## config.mk

```make
export PLATFORM = sky130hd
export DESIGN_NAME = alu_op_driver_flat
export DESIGN_NICKNAME = d
export VERILOG_FILES = /design/src/rtl/alu_op_driver_if.sv /design/src/rtl/alu_op_driver.sv /design/src/flat_wrapper.sv
export SDC_FILE = /design/constraint.sdc
export NUM_CORES = 1
export LEC_CHECK = 0
export CAP_MARGIN = 20
export CORE_MARGIN = 4
export CORE_UTILIZATION = 25
export DETAILED_ROUTE_END_ITERATION = 10
export PLACE_DENSITY = 0.53
export SLEW_MARGIN = 25
export SYNTH_ARGS = -nofsm -noshare
export SYNTH_HDL_FRONTEND = slang
export SYNTH_SLANG_ARGS = --single-unit
```

## constraint.sdc

```tcl
create_clock -name clk_i -period 1.6 [get_ports clk_i]
set_input_delay 0.16 -clock clk_i [delete_from_list [all_inputs] [get_ports clk_i]]
set_output_delay 0.16 -clock clk_i [all_outputs]
set_load 0.01 [all_outputs]
```

## src/rtl/alu_op_driver_if.sv

```systemverilog
// ============================================================================
//  alu_op_driver_if : request / ALU / response bundle for alu_op_driver
//  Revision 1.0
// ============================================================================
`default_nettype none

interface alu_op_driver_if #(
    parameter int CNT_W = 16
);
    logic             req_valid_i;
    logic             req_ready_o;
    logic [3:0]       req_ctrl_i;
    logic [31:0]      req_a_i;
    logic [31:0]      req_b_i;
    logic [4:0]       req_shamt_i;
    logic [31:0]      alu_src1_o;
    logic [31:0]      alu_src2_o;
    logic [3:0]       alu_ctrl_o;
    logic [4:0]       alu_shamt_o;
    logic [31:0]      alu_result_i;
    logic             alu_zero_i;
    logic             rsp_valid_o;
    logic             rsp_ready_i;
    logic [31:0]      rsp_result_o;
    logic             rsp_zero_o;
    logic             rsp_taken_o;
    logic             rsp_illegal_o;
    logic             rsp_err_o;
    logic [CNT_W-1:0] op_cnt_o;

    // Driver side
    modport slave (
        input  req_valid_i, req_ctrl_i, req_a_i, req_b_i, req_shamt_i,
        input  alu_result_i, alu_zero_i, rsp_ready_i,
        output req_ready_o, alu_src1_o, alu_src2_o, alu_ctrl_o, alu_shamt_o,
        output rsp_valid_o, rsp_result_o, rsp_zero_o, rsp_taken_o,
        output rsp_illegal_o, rsp_err_o, op_cnt_o
    );

    // Requester + ALU side
    modport master (
        output req_valid_i, req_ctrl_i, req_a_i, req_b_i, req_shamt_i,
        output alu_result_i, alu_zero_i, rsp_ready_i,
        input  req_ready_o, alu_src1_o, alu_src2_o, alu_ctrl_o, alu_shamt_o,
        input  rsp_valid_o, rsp_result_o, rsp_zero_o, rsp_taken_o,
        input  rsp_illegal_o, rsp_err_o, op_cnt_o
    );
endinterface

`default_nettype wire

```

## src/rtl/alu_op_driver.sv

```systemverilog
// ============================================================================
//  alu_op_driver : registered request/response initiator for the MIPS ALU.
//  Optional reference-model check enabled by ALU_DRV_CHECK_EN.
//  Revision 1.0
// ============================================================================
`default_nettype none

module alu_op_driver #(
    parameter int CNT_W = 16
) (
    input  wire logic     clk_i,
    input  wire logic     rst_i,
    alu_op_driver_if.slave bus
);

    localparam logic [1:0] c_ST_IDLE = 2'd0;
    localparam logic [1:0] c_ST_EXEC = 2'd1;
    localparam logic [1:0] c_ST_RESP = 2'd2;

    localparam logic [3:0] c_OP_AND  = 4'b0000;
    localparam logic [3:0] c_OP_OR   = 4'b0001;
    localparam logic [3:0] c_OP_ADD  = 4'b0010;
    localparam logic [3:0] c_OP_SUB  = 4'b0110;
    localparam logic [3:0] c_OP_SLT  = 4'b0111;
    localparam logic [3:0] c_OP_SRAV = 4'b1111;
    localparam logic [3:0] c_OP_SRA  = 4'b1110;
    localparam logic [3:0] c_OP_LUI  = 4'b1011;
    localparam logic [3:0] c_OP_BEQ  = 4'b0011;
    localparam logic [3:0] c_OP_BNE  = 4'b1001;

    logic [1:0]       r_state;
    logic [1:0]       w_state_nxt;
    logic             w_req_ready;
    logic             w_rsp_valid;
    logic             w_req_legal;
    logic             w_accept;
    logic             w_rsp_done;

    logic [31:0]      r_src1;
    logic [31:0]      r_src2;
    logic [3:0]       r_ctrl;
    logic [4:0]       r_shamt;
    logic [31:0]      r_result;
    logic             r_zero;
    logic             r_taken;
    logic             r_illegal;
    logic [CNT_W-1:0] r_cnt;

    always_comb begin
        w_req_legal = 1'b0;
        case (bus.req_ctrl_i)
            c_OP_AND, c_OP_OR, c_OP_ADD, c_OP_SUB, c_OP_SLT,
            c_OP_SRAV, c_OP_SRA, c_OP_LUI, c_OP_BEQ, c_OP_BNE: w_req_legal = 1'b1;
            default:                                           w_req_legal = 1'b0;
        endcase
    end

    always_ff @(posedge clk_i or negedge rst_i) begin
        if (!rst_i) r_state <= c_ST_IDLE;
        else        r_state <= w_state_nxt;
    end

    always_comb begin
        w_state_nxt = r_state;
        case (r_state)
            c_ST_IDLE: if (bus.req_valid_i) w_state_nxt = w_req_legal ? c_ST_EXEC : c_ST_RESP;
            c_ST_EXEC: w_state_nxt = c_ST_RESP;
            c_ST_RESP: if (bus.rsp_ready_i) w_state_nxt = c_ST_IDLE;
            default:   w_state_nxt = c_ST_IDLE;
        endcase
    end

    always_comb begin
        w_req_ready = 1'b0;
        w_rsp_valid = 1'b0;
        case (r_state)
            c_ST_IDLE: w_req_ready = 1'b1;
            c_ST_RESP: w_rsp_valid = 1'b1;
            default: ;
        endcase
    end

    assign w_accept   = w_req_ready & bus.req_valid_i;
    assign w_rsp_done = w_rsp_valid & bus.rsp_ready_i;

    // Illegal requests leave the ALU drive registers untouched
    always_ff @(posedge clk_i or negedge rst_i) begin
        if (!rst_i) begin
            r_src1    <= '0;
            r_src2    <= '0;
            r_ctrl    <= '0;
            r_shamt   <= '0;
            r_result  <= '0;
            r_zero    <= 1'b0;
            r_taken   <= 1'b0;
            r_illegal <= 1'b0;
            r_cnt     <= '0;
        end else begin
            if (w_accept && w_req_legal) begin
                r_src1  <= bus.req_a_i;
                r_src2  <= bus.req_b_i;
                r_ctrl  <= bus.req_ctrl_i;
                r_shamt <= bus.req_shamt_i;
            end
            if (w_accept && !w_req_legal) begin
                r_result  <= '0;
                r_zero    <= 1'b0;
                r_taken   <= 1'b0;
                r_illegal <= 1'b1;
            end else if (r_state == c_ST_EXEC) begin
                r_result  <= bus.alu_result_i;
                r_zero    <= bus.alu_zero_i;
                r_taken   <= bus.alu_zero_i & ((r_ctrl == c_OP_BEQ) | (r_ctrl == c_OP_BNE));
                r_illegal <= 1'b0;
            end
            if (w_rsp_done) r_cnt <= r_cnt + 1'b1;
        end
    end

`ifdef ALU_DRV_CHECK_EN
    logic [31:0] w_exp_result;
    logic        w_exp_zero;
    logic        r_err;

    // BNE zero is inverted by the ALU, so the model inverts too
    always_comb begin
        w_exp_result = '0;
        case (r_ctrl)
            c_OP_AND:  w_exp_result = r_src1 & r_src2;
            c_OP_OR:   w_exp_result = r_src1 | r_src2;
            c_OP_ADD:  w_exp_result = r_src1 + r_src2;
            c_OP_SUB, c_OP_BEQ, c_OP_BNE: w_exp_result = r_src1 - r_src2;
            c_OP_SLT:  w_exp_result = {31'd0, (r_src1 < r_src2)};
            c_OP_SRAV: w_exp_result = (|r_src1[31:5]) ? {32{r_src2[31]}}
                                                      : $unsigned($signed(r_src2) >>> r_src1[4:0]);
            c_OP_SRA:  w_exp_result = $unsigned($signed(r_src2) >>> r_shamt);
            c_OP_LUI:  w_exp_result = {r_src2[15:0], 16'h0000};
            default:   w_exp_result = '0;
        endcase
        w_exp_zero = (w_exp_result == 32'd0) ^ (r_ctrl == c_OP_BNE);
    end

    always_ff @(posedge clk_i or negedge rst_i) begin
        if (!rst_i) begin
            r_err <= 1'b0;
        end else if (w_accept) begin
            r_err <= 1'b0;
        end else if (r_state == c_ST_EXEC) begin
            r_err <= (w_exp_result != bus.alu_result_i) | (w_exp_zero != bus.alu_zero_i);
        end
    end

    assign bus.rsp_err_o = r_err;
`else
    assign bus.rsp_err_o = 1'b0;
`endif

    assign bus.req_ready_o   = w_req_ready;
    assign bus.rsp_valid_o   = w_rsp_valid;
    assign bus.alu_src1_o    = r_src1;
    assign bus.alu_src2_o    = r_src2;
    assign bus.alu_ctrl_o    = r_ctrl;
    assign bus.alu_shamt_o   = r_shamt;
    assign bus.rsp_result_o  = r_result;
    assign bus.rsp_zero_o    = r_zero;
    assign bus.rsp_taken_o   = r_taken;
    assign bus.rsp_illegal_o = r_illegal;
    assign bus.op_cnt_o      = r_cnt;

endmodule

`default_nettype wire

```

## src/flat_wrapper.sv

```systemverilog
// flat-port wrapper written by rule: the top's interface ports become plain ports
module alu_op_driver_flat 
#(
    parameter int CNT_W = 16
)
  (clk_i, rst_i, bus_req_valid_i, bus_req_ctrl_i, bus_req_a_i, bus_req_b_i, bus_req_shamt_i, bus_alu_result_i, bus_alu_zero_i, bus_rsp_ready_i, bus_req_ready_o, bus_alu_src1_o, bus_alu_src2_o, bus_alu_ctrl_o, bus_alu_shamt_o, bus_rsp_valid_o, bus_rsp_result_o, bus_rsp_zero_o, bus_rsp_taken_o, bus_rsp_illegal_o, bus_rsp_err_o, bus_op_cnt_o);
  alu_op_driver_if #(.CNT_W(CNT_W)) bus_i ();
  input  wire logic clk_i;
  input  wire logic rst_i;
  input wire logic [$bits(bus_i.req_valid_i)-1:0] bus_req_valid_i;
  input wire logic [$bits(bus_i.req_ctrl_i)-1:0] bus_req_ctrl_i;
  input wire logic [$bits(bus_i.req_a_i)-1:0] bus_req_a_i;
  input wire logic [$bits(bus_i.req_b_i)-1:0] bus_req_b_i;
  input wire logic [$bits(bus_i.req_shamt_i)-1:0] bus_req_shamt_i;
  input wire logic [$bits(bus_i.alu_result_i)-1:0] bus_alu_result_i;
  input wire logic [$bits(bus_i.alu_zero_i)-1:0] bus_alu_zero_i;
  input wire logic [$bits(bus_i.rsp_ready_i)-1:0] bus_rsp_ready_i;
  output wire logic [$bits(bus_i.req_ready_o)-1:0] bus_req_ready_o;
  output wire logic [$bits(bus_i.alu_src1_o)-1:0] bus_alu_src1_o;
  output wire logic [$bits(bus_i.alu_src2_o)-1:0] bus_alu_src2_o;
  output wire logic [$bits(bus_i.alu_ctrl_o)-1:0] bus_alu_ctrl_o;
  output wire logic [$bits(bus_i.alu_shamt_o)-1:0] bus_alu_shamt_o;
  output wire logic [$bits(bus_i.rsp_valid_o)-1:0] bus_rsp_valid_o;
  output wire logic [$bits(bus_i.rsp_result_o)-1:0] bus_rsp_result_o;
  output wire logic [$bits(bus_i.rsp_zero_o)-1:0] bus_rsp_zero_o;
  output wire logic [$bits(bus_i.rsp_taken_o)-1:0] bus_rsp_taken_o;
  output wire logic [$bits(bus_i.rsp_illegal_o)-1:0] bus_rsp_illegal_o;
  output wire logic [$bits(bus_i.rsp_err_o)-1:0] bus_rsp_err_o;
  output wire logic [$bits(bus_i.op_cnt_o)-1:0] bus_op_cnt_o;
  assign bus_i.req_valid_i = bus_req_valid_i;
  assign bus_i.req_ctrl_i = bus_req_ctrl_i;
  assign bus_i.req_a_i = bus_req_a_i;
  assign bus_i.req_b_i = bus_req_b_i;
  assign bus_i.req_shamt_i = bus_req_shamt_i;
  assign bus_i.alu_result_i = bus_alu_result_i;
  assign bus_i.alu_zero_i = bus_alu_zero_i;
  assign bus_i.rsp_ready_i = bus_rsp_ready_i;
  assign bus_req_ready_o = bus_i.req_ready_o;
  assign bus_alu_src1_o = bus_i.alu_src1_o;
  assign bus_alu_src2_o = bus_i.alu_src2_o;
  assign bus_alu_ctrl_o = bus_i.alu_ctrl_o;
  assign bus_alu_shamt_o = bus_i.alu_shamt_o;
  assign bus_rsp_valid_o = bus_i.rsp_valid_o;
  assign bus_rsp_result_o = bus_i.rsp_result_o;
  assign bus_rsp_zero_o = bus_i.rsp_zero_o;
  assign bus_rsp_taken_o = bus_i.rsp_taken_o;
  assign bus_rsp_illegal_o = bus_i.rsp_illegal_o;
  assign bus_rsp_err_o = bus_i.rsp_err_o;
  assign bus_op_cnt_o = bus_i.op_cnt_o;
  alu_op_driver #(.CNT_W(CNT_W)) u_core (.clk_i(clk_i), .rst_i(rst_i), .bus(bus_i));
endmodule
```

==> results by stage, run 1 <==
Critical path:
- Data on the critical path is required at its endpoint by 1890 ps.
- STA classifies the critical path startpoint as a flip-flop.
- The setup path with the least slack is of type reg2reg.
- The data arrival at the endpoint of the critical path is 1840 ps.
- Of all nets on the critical path, the largest fanout is 10.
- STA classifies the critical path endpoint as a flip-flop.

Die:
- The y dimension of the die is 152 µm.
- The core region is 20300 µm².
- The initial standard-cell utilization of the core is 25.5%.
- The number of rows in the core area is 52.
- The die width is 152 µm.
- The boundary pin count is approximately 240.
- The die outline area is between 20000 and 25000 µm².

Logic synthesis:
- Of all flip-flops after synthesis, the portion carrying an async set or reset was 100%.
- The warning count from the yosys run is 0.
- The number of nets in the synthesized netlist is 494.
- The cell area that synthesis handed to floorplanning was 5170 µm².
- The synthesized netlist cell count is 383.
- The unique cell type count in the Yosys netlist is 32.
- The post-synthesis register bit count is 126.
- The synthesized design contains 0 enable-type register cells.
- The predominant post-synthesis flop cell is dfrtp_1.
- In this run the mean area of a mapped cell was around 14 µm².
- Of the synthesized area, sequential elements account for between 60% and 70%.

STA:
- The minimum period implied by the final worst setup slack is 1540 ps.
- The maximum achievable frequency is 0.648 GHz.
- The accumulated negative setup slack is 0 ps.
- Dividing the final minimum period by the clock period gives 96.5%.
- The max-slew violation count is 0.
- The number of endpoints failing setup at the final stage is 0.
- The count of final hold-check violations is 0.
- The tightest hold path in the finished design has a slack of 240 ps.
- The final worst slack is between 50 and 60 ps.
- Setup repair after global routing could not meet its margin everywhere.
- The setup skew after layout is 6.85 ps.

Clock network:
- The setup fix buffers added after clock tree synthesis is 0.
- In this run the clock root is driven by a clkbuf_16.
- The clock latency of the later-clocked register in the worst-skew pair is slightly above 400 ps.
- The maximum buffer depth of the clock tree is 2.
- Clock-pin slew was measured on the worst setup and hold paths at 60 ps.
- Buffers inserted during clock tree synthesis total 17.
- The H-tree depth is 4.
- CTS saw ~130 sinks.
- The CTS tree is built.

Layout:
- For this run, the number of standard cells in the final layout without fillers is roughly 930.
- The count of nets after finishing is 762.
- The antenna cell count is 0.
- After filler insertion, the fill cell instance count of the layout stands at roughly 1900.
- From synthesis to final layout, the design area changed by 69.4%.
- Registers take between 3000 and 4000 µm².
- The utilization of the core after routing is approximately 43%.
- The area taken by multi-input logic gates is 1890 µm².
- Cells with a size suffix above 1 make up 22.6% of the layout.
- Summing all non-filler instances in the final layout gives an area of 8760 µm².

Global routing:
- The overall overflow remaining after global route is 0.
- The first global-routing pass estimated between 20 and 25 mm of wire.
- The overall fraction of global-route tracks in use is about an eighth.
- The via count of the first global-routing pass came to 4353.
- The pin count of the biggest net entering global routing is 54.
- The number of antenna violations at the first check in global routing was 0.

Place:
- Routability-driven placement finished with a final weighted congestion of 0.720.
- The placed instances occupy a cell area of 8040 µm².
- The number of placed instances, taps included, is 900.
- The post-placement setup slack is -276 ps.
- The quantity of I/O buffers inserted on ports is roughly 240.
- Detailed placement finished with a half-perimeter wire length of 11.0 mm.

Power:
- The worst-case IR drop observed on VDD is 0.840 mV.
- Power spread over the standard cell area amounts to about 1900 nW/µm².
- In this run the static leakage power is 3.79 nW.
- The total design power is 16.6 mW.

Status:
- The run finished with clean final reports.

Drt:
- The number of routed nets with antenna violations is 0.
- The DRC violations left is 0.
- After detailed routing, the number of vias per cell comes to roughly 4.1.
- The length of the first detailed-routing pass in iterations is 4.
- The final route contains roughly 3900 vias.
- Wires add up to 14.6 mm.
- The mean routed wirelength per cell is 15.7 µm.
- After the first detailed-routing iteration, the DRC count stood at 116.

Hold path:
- The path type of the worst min-delay path is in2async.

Flow run:
- The reported max-cap violation count is 0.
[area by class of cell]
class	count	share of cell area, %
Sequential cell	126	36.0
Timing Repair Buffer	270	31.2
Multi-Input combinational cell	235	21.6
Clock buffer	19	5.17
Tap cell	270	3.85
Clock inverter	13	2.14
Inverter	1	0.0428
[synth_stat cells, drive strengths merged (2+ instances only)]
cell    instances  share of area, %
xnor2          12               2.0
nand2          79               5.7
a21oi          33               3.2
dfrtp         126                61
xor2            4              0.68
nand2b          2              0.24
buf            16               2.9
clkbuf          5              0.36
nor2            6              0.48
nor3            2              0.19
nor2b           3              0.36
mux2           73                20
nand3           5              0.48
nand4           4              0.48
[state kept, by name, summed over array words and instances (netlist names)]
name,cells
u_core.r_state,2
u_core.bus.alu_ctrl_o,4
u_core.bus.rsp_zero_o,1
u_core.bus.alu_src1_o,32
u_core.bus.op_cnt_o,16
u_core.bus.rsp_illegal_o,1
u_core.bus.rsp_taken_o,1
u_core.bus.alu_shamt_o,5
u_core.bus.rsp_result_o,32
u_core.bus.alu_src2_o,32
[layout by cell type (no fill, tap or decap), types with 2 or more instances in the layout]
master           instances
a21oi_1                 33
buf_12                   6
buf_4                   25
buf_6                    2
bufinv_16                4
clkbuf_16               18
clkbuf_8                 2
clkdlybuf4s50_1        227
clkinv_2                 2
clkinv_4                 3
clkinvlp_4               3
dfrtp_1                124
dfrtp_2                  2
dlygate4sd2_1            3
dlymetal6s2s_1           3
mux2_2                  11
mux2_4                  62
nand2_1                 78
nand2b_1                 2
nand3_1                  5
nand4_1                  4
nor2_1                   4
nor2b_2                  3
nor3_1                   2
xnor2_1                 12
xor2_1                   4
[kinds of logic (layout without fill, tap and decap cells)]
kind of cell	after synthesis	after routing	synth area share, %
compound gates	37	37	3.70
xor+xnor	16	16	2.71
fa+ha+maj	1	1	0.242
buf+inv	22	303	3.31
flops	126	126	60.9
mux	74	74	20.4
other cells	1	1	0.0725
simple gates	106	106	8.66
[path summary, 6_finish.rpt]
path | from | endpoint | cells after the start | slack [ps]
max | u_core.r_state[0] | u_core.bus.alu_src1_o[10] | 6 | 60
min reg2reg | u_core.bus.op_cnt_o[15] | u_core.bus.op_cnt_o[15] | 1 | 470
max in group asynchronous | rst_i | u_core.bus.alu_src1_o[11] | 3 | 700
min | rst_i | u_core.bus.alu_src1_o[3] | 2 | 240
min in group clk_i | bus_alu_result_i[13] | u_core.bus.rsp_result_o[13] | 3 | 290
max reg2reg | u_core.r_state[0] | u_core.bus.alu_src1_o[10] | 6 | 60
[worst max-delay path, stage by stage (launching register included)]
cell,delay (ps)
dfrtp_1,390
nor2_2,150
nand2_2,90
nor2_4,120
buf_12,170
clkbuf_16,190
mux2_4,300
[where the power goes]
group / internal, mW / switching [mW]
sequential: 4.61 / 0.908
combinational: 4.44 / 2.50
clock: 2.70 / 1.46
total: 11.7 / 4.86
[per-layer routing]
metal | global-route usage (%) | up-vias | share of wire [%]
li1 | - | 1820 | -
met1 | 15.4 | 1894 | 42
met2 | 20.8 | 136 | 49
met3 | 5.23 | 19 | 7.4
met4 | 4.67 | 0 | 1.7
met5 | 0 | - | 0
[what timing repair did]
action                                  4_1_cts  5_1_grt
endpoints found under the setup margin        4       47
hold endpoints to repair                     31        0
hold buffers                                  1        0
gates resized for setup                       7       15
pin swaps                                     0        1
gates cloned                                  0        1
No activity file was read; power rests on OpenSTA's default activity.
==> inputs of run 2 (changes only) <==
- CORE_UTILIZATION: 25 -> 42
- PLACE_DENSITY: 0.53 -> 0.81
==> results by stage, run 2 (same netlist as run 1, synthesis figures left out) <==
Layout:
- The number of filler instances in the final layout came to 827 (-56%).
- The utilization of the core after routing is 71.3% (+28 points).
- The count of nets after finishing is 768 (+0.79%).
- The fraction of layout instances using a drive strength above 1 is 22.7% (+0.096 points).
- The library cell used most frequently in the layout, excluding fill and tap cells, is clkdlybuf4s50_1.
- The antenna cell count was 0 (unchanged).
- Relative to the synthesized area, the layout overhead comes to 65.5%.
- In the layout the commonest cells are clkdlybuf4s50_1 (230), dfrtp_1 (124), nand2_1 (78).

Die:
- The y dimension of the die is 119 µm (-22%).
- The boundary pin count is 237 (unchanged).
- The die width is 119 µm (-22%).
- The number of rows in the core area is 40 (-23%).
- The core area came to 12000 µm² (-41%).
- The initial standard-cell utilization of the core was 43.1% (+18 points).
- The die outline area is 14200 µm² (-39%).

Clock network:
- The clock root buffer is clkbuf_16.
- The maximum buffer depth of the clock tree is 2 (unchanged).
- The number of sinks handled by clock tree synthesis was 126 (unchanged).
- The clock latency of the later-clocked register in the worst-skew pair came to 400 ps (about the same).
- TritonCTS built the clock tree.
- The H-tree depth is 4 (unchanged).
- The number of CTS-inserted buffers came to 17 (unchanged).
- The clock-pin slew reported for the worst setup and hold paths after clock tree synthesis was 50 ps (about the same).

Critical path:
- The number of buffer and inverter stages on the critical path is 2 (unchanged).
- The required time of the critical path is 1910 ps (+20 ps).
- The cell type of the slowest stage on the worst timing path is dfrtp_1.
- The category of the worst setup path launch point is a flip-flop.
- The count of cells along the worst register-to-register path is 6 (unchanged).
- The cell type group with the largest total delay on the critical path is simple AND/OR/NAND/NOR gates.
- The critical path capture point type is a flip-flop.
- The largest incremental delay on the critical path is 390 ps (about the same).
- The data arrival at the endpoint of the critical path is 1840 ps (about the same).
- The reg2reg setup slack is 60 ps (about the same).
- The path type of the worst setup path is reg2reg.
- Walking the worst path, the cells encountered are buf_4, nand3b_1, nor2_1, buf_4, and3_1, xor2_1.
- The end of the worst register-to-register path is u_core.bus.op_cnt_o[6].
- The beginning of the worst register-to-register path is u_core.r_state[0].
- The largest driver fanout on the critical path was 5 (-5).
- The cell type with the highest occurrence count on the critical path is buf_4.

STA:
- The maximum achievable frequency is 0.651 GHz (+0.50%).
- The setup skew after layout is 10.8 ps (+3.99 ps).
- Setup repair after global routing could not meet its margin everywhere.
- The tightest hold margin was 125 ps (-114 ps).
- The final period utilization came to 96.0% (-0.48 points).
- The final worst slack is 63.7 ps (+7.66 ps).
- The minimum period implied by the final worst setup slack is 1540 ps (-7.66 ps).
- The number of endpoints failing setup at the final stage is 0 (unchanged).
- The count of final hold-check violations is 0 (unchanged).
- The accumulated negative setup slack is 0 ps (unchanged).
- The max-slew violation count is 0 (unchanged).

Global routing:
- The overall fraction of global-route tracks in use is 19.6% (+6.8 points).
- The number of antenna violations at the first check in global routing is 0 (unchanged).
- The overall overflow remaining after global route was 0 (unchanged).
- The via count of the first global-routing pass is 4324 (-0.67%).
- The global-route wire length before repair is 22.1 mm (-6.8%).
- The pin count of the biggest net entering global routing was 69 (+28%).

Drt:
- The mean routed wirelength per cell was 17.1 µm (+8.8%).
- The routed via count was 3901 (+0.83%).
- The length of the first detailed-routing pass in iterations came to 5 (+1).
- The DRC violations left was 0 (unchanged).
- The average vias per placed instance is 4.77 (+15%).
- The total routed wirelength is 13.9 mm (-4.8%).
- The number of routed nets with antenna violations is 0 (unchanged).
- The count of routing violations after the opening detailed-route iteration came to 141 (+22%).

Status:
- The run finished with clean final reports.

Power:
- The total design power is 16.1 mW (-3.2%).
- The static leakage power is 3.75 nW (-1.0%).
- The maximum VDD drop is 1.03 mV (+23%).
- The total power per unit cell area is 1880 nW/µm² (-0.93%).

Place:
- The post-placement setup slack is -267 ps (+8.80 ps).
- The placed wire-length estimate was 10.4 mm (-5.0%).
- The quantity of I/O buffers inserted on ports is 235 (unchanged).
- The final RePlAce weighted congestion came to 0.766 (+6.4%).

Flow run:
- The reported max-cap violation count is 0 (unchanged).

Hold path:
- The path type of the worst min-delay path is in2async.
run 2: changes by cell type in the layout (fill, tap and decap cells not counted), sizes merged, moves of 2 or more:
cell / delta
buf: +4
bufinv: -3
clkbuf: +4
clkdlybuf4s50: +3
clkinvlp: +2
dlymetal6s2s: -2
run 2: how the worst max path moves through the flow:
stage,startpoint,endpoint,slack (ps),depth (start not counted)
4_1_cts,u_core.bus.op_cnt_o[11],bus_op_cnt_o[11],20,1
5_1_grt,u_core.r_state[0],u_core.bus.op_cnt_o[6],-30,6
6_report,u_core.r_state[0],u_core.bus.op_cnt_o[6],60,6
2_1_floorplan,u_core.r_state[0],u_core.bus.alu_src1_o[10],20,6
3_3_place_gp,bus_req_ctrl_i[0],u_core.bus.alu_src2_o[16],-250,7
3_5_place_dp,bus_req_ctrl_i[0],u_core.bus.alu_src2_o[20],-270,7
run 2: worst reg2reg max path: cells and delay by family (launching register included):
kind	cells	cell delay (ps)
buffers and inverters	2	300
XOR/XNOR	1	180
AND/OR/NAND/NOR	3	580
flip-flops	1	390
run 2: metal layers:
layer / GRT usage (%) / up-vias / share of wire [%]
met5: 0 / - / 0
met4: 7.31 / 0 / 1.9
met3: 6.65 / 19 / 6.9
met2: 33.8 / 162 / 52
met1: 22.5 / 1890 / 39
li1: - / 1830 / -
run 2: layout make-up:
type	instances	area (µm²)	share of cell area [%]
flip-flops and latches	126	3160	36.9
repair buffers	276	2800	32.7
multi-input cells	235	1860	21.8
clock buffers	21	460	5.38
well taps	147	184	2.15
clock inverters	11	92.6	1.08
inverters	1	3.75	0.0438
run 2: timing repair:
action | CTS | global route
setup endpoints to repair | 4 | 51
resized for setup | 4 | 7
cloned | 0 | 2
hold buffers | 1 | 0
setup buffers | 0 | 8
hold endpoints to repair | 126 | 0
run 2: stage by stage:
step           instance area [µm²]  instances
2_1_floorplan                 5170        383
3_3_place_gp                  7880        774
3_5_place_dp                  7880        774
4_1_cts                       8440        807
5_1_grt                       8560        817
6_report                      8560        817
run 2: report_power, final:
part / switching, mW / internal, mW
combinational: 2.50 / 4.50
clock: 1.32 / 2.20
sequential: 0.923 / 4.62
total: 4.75 / 11.3
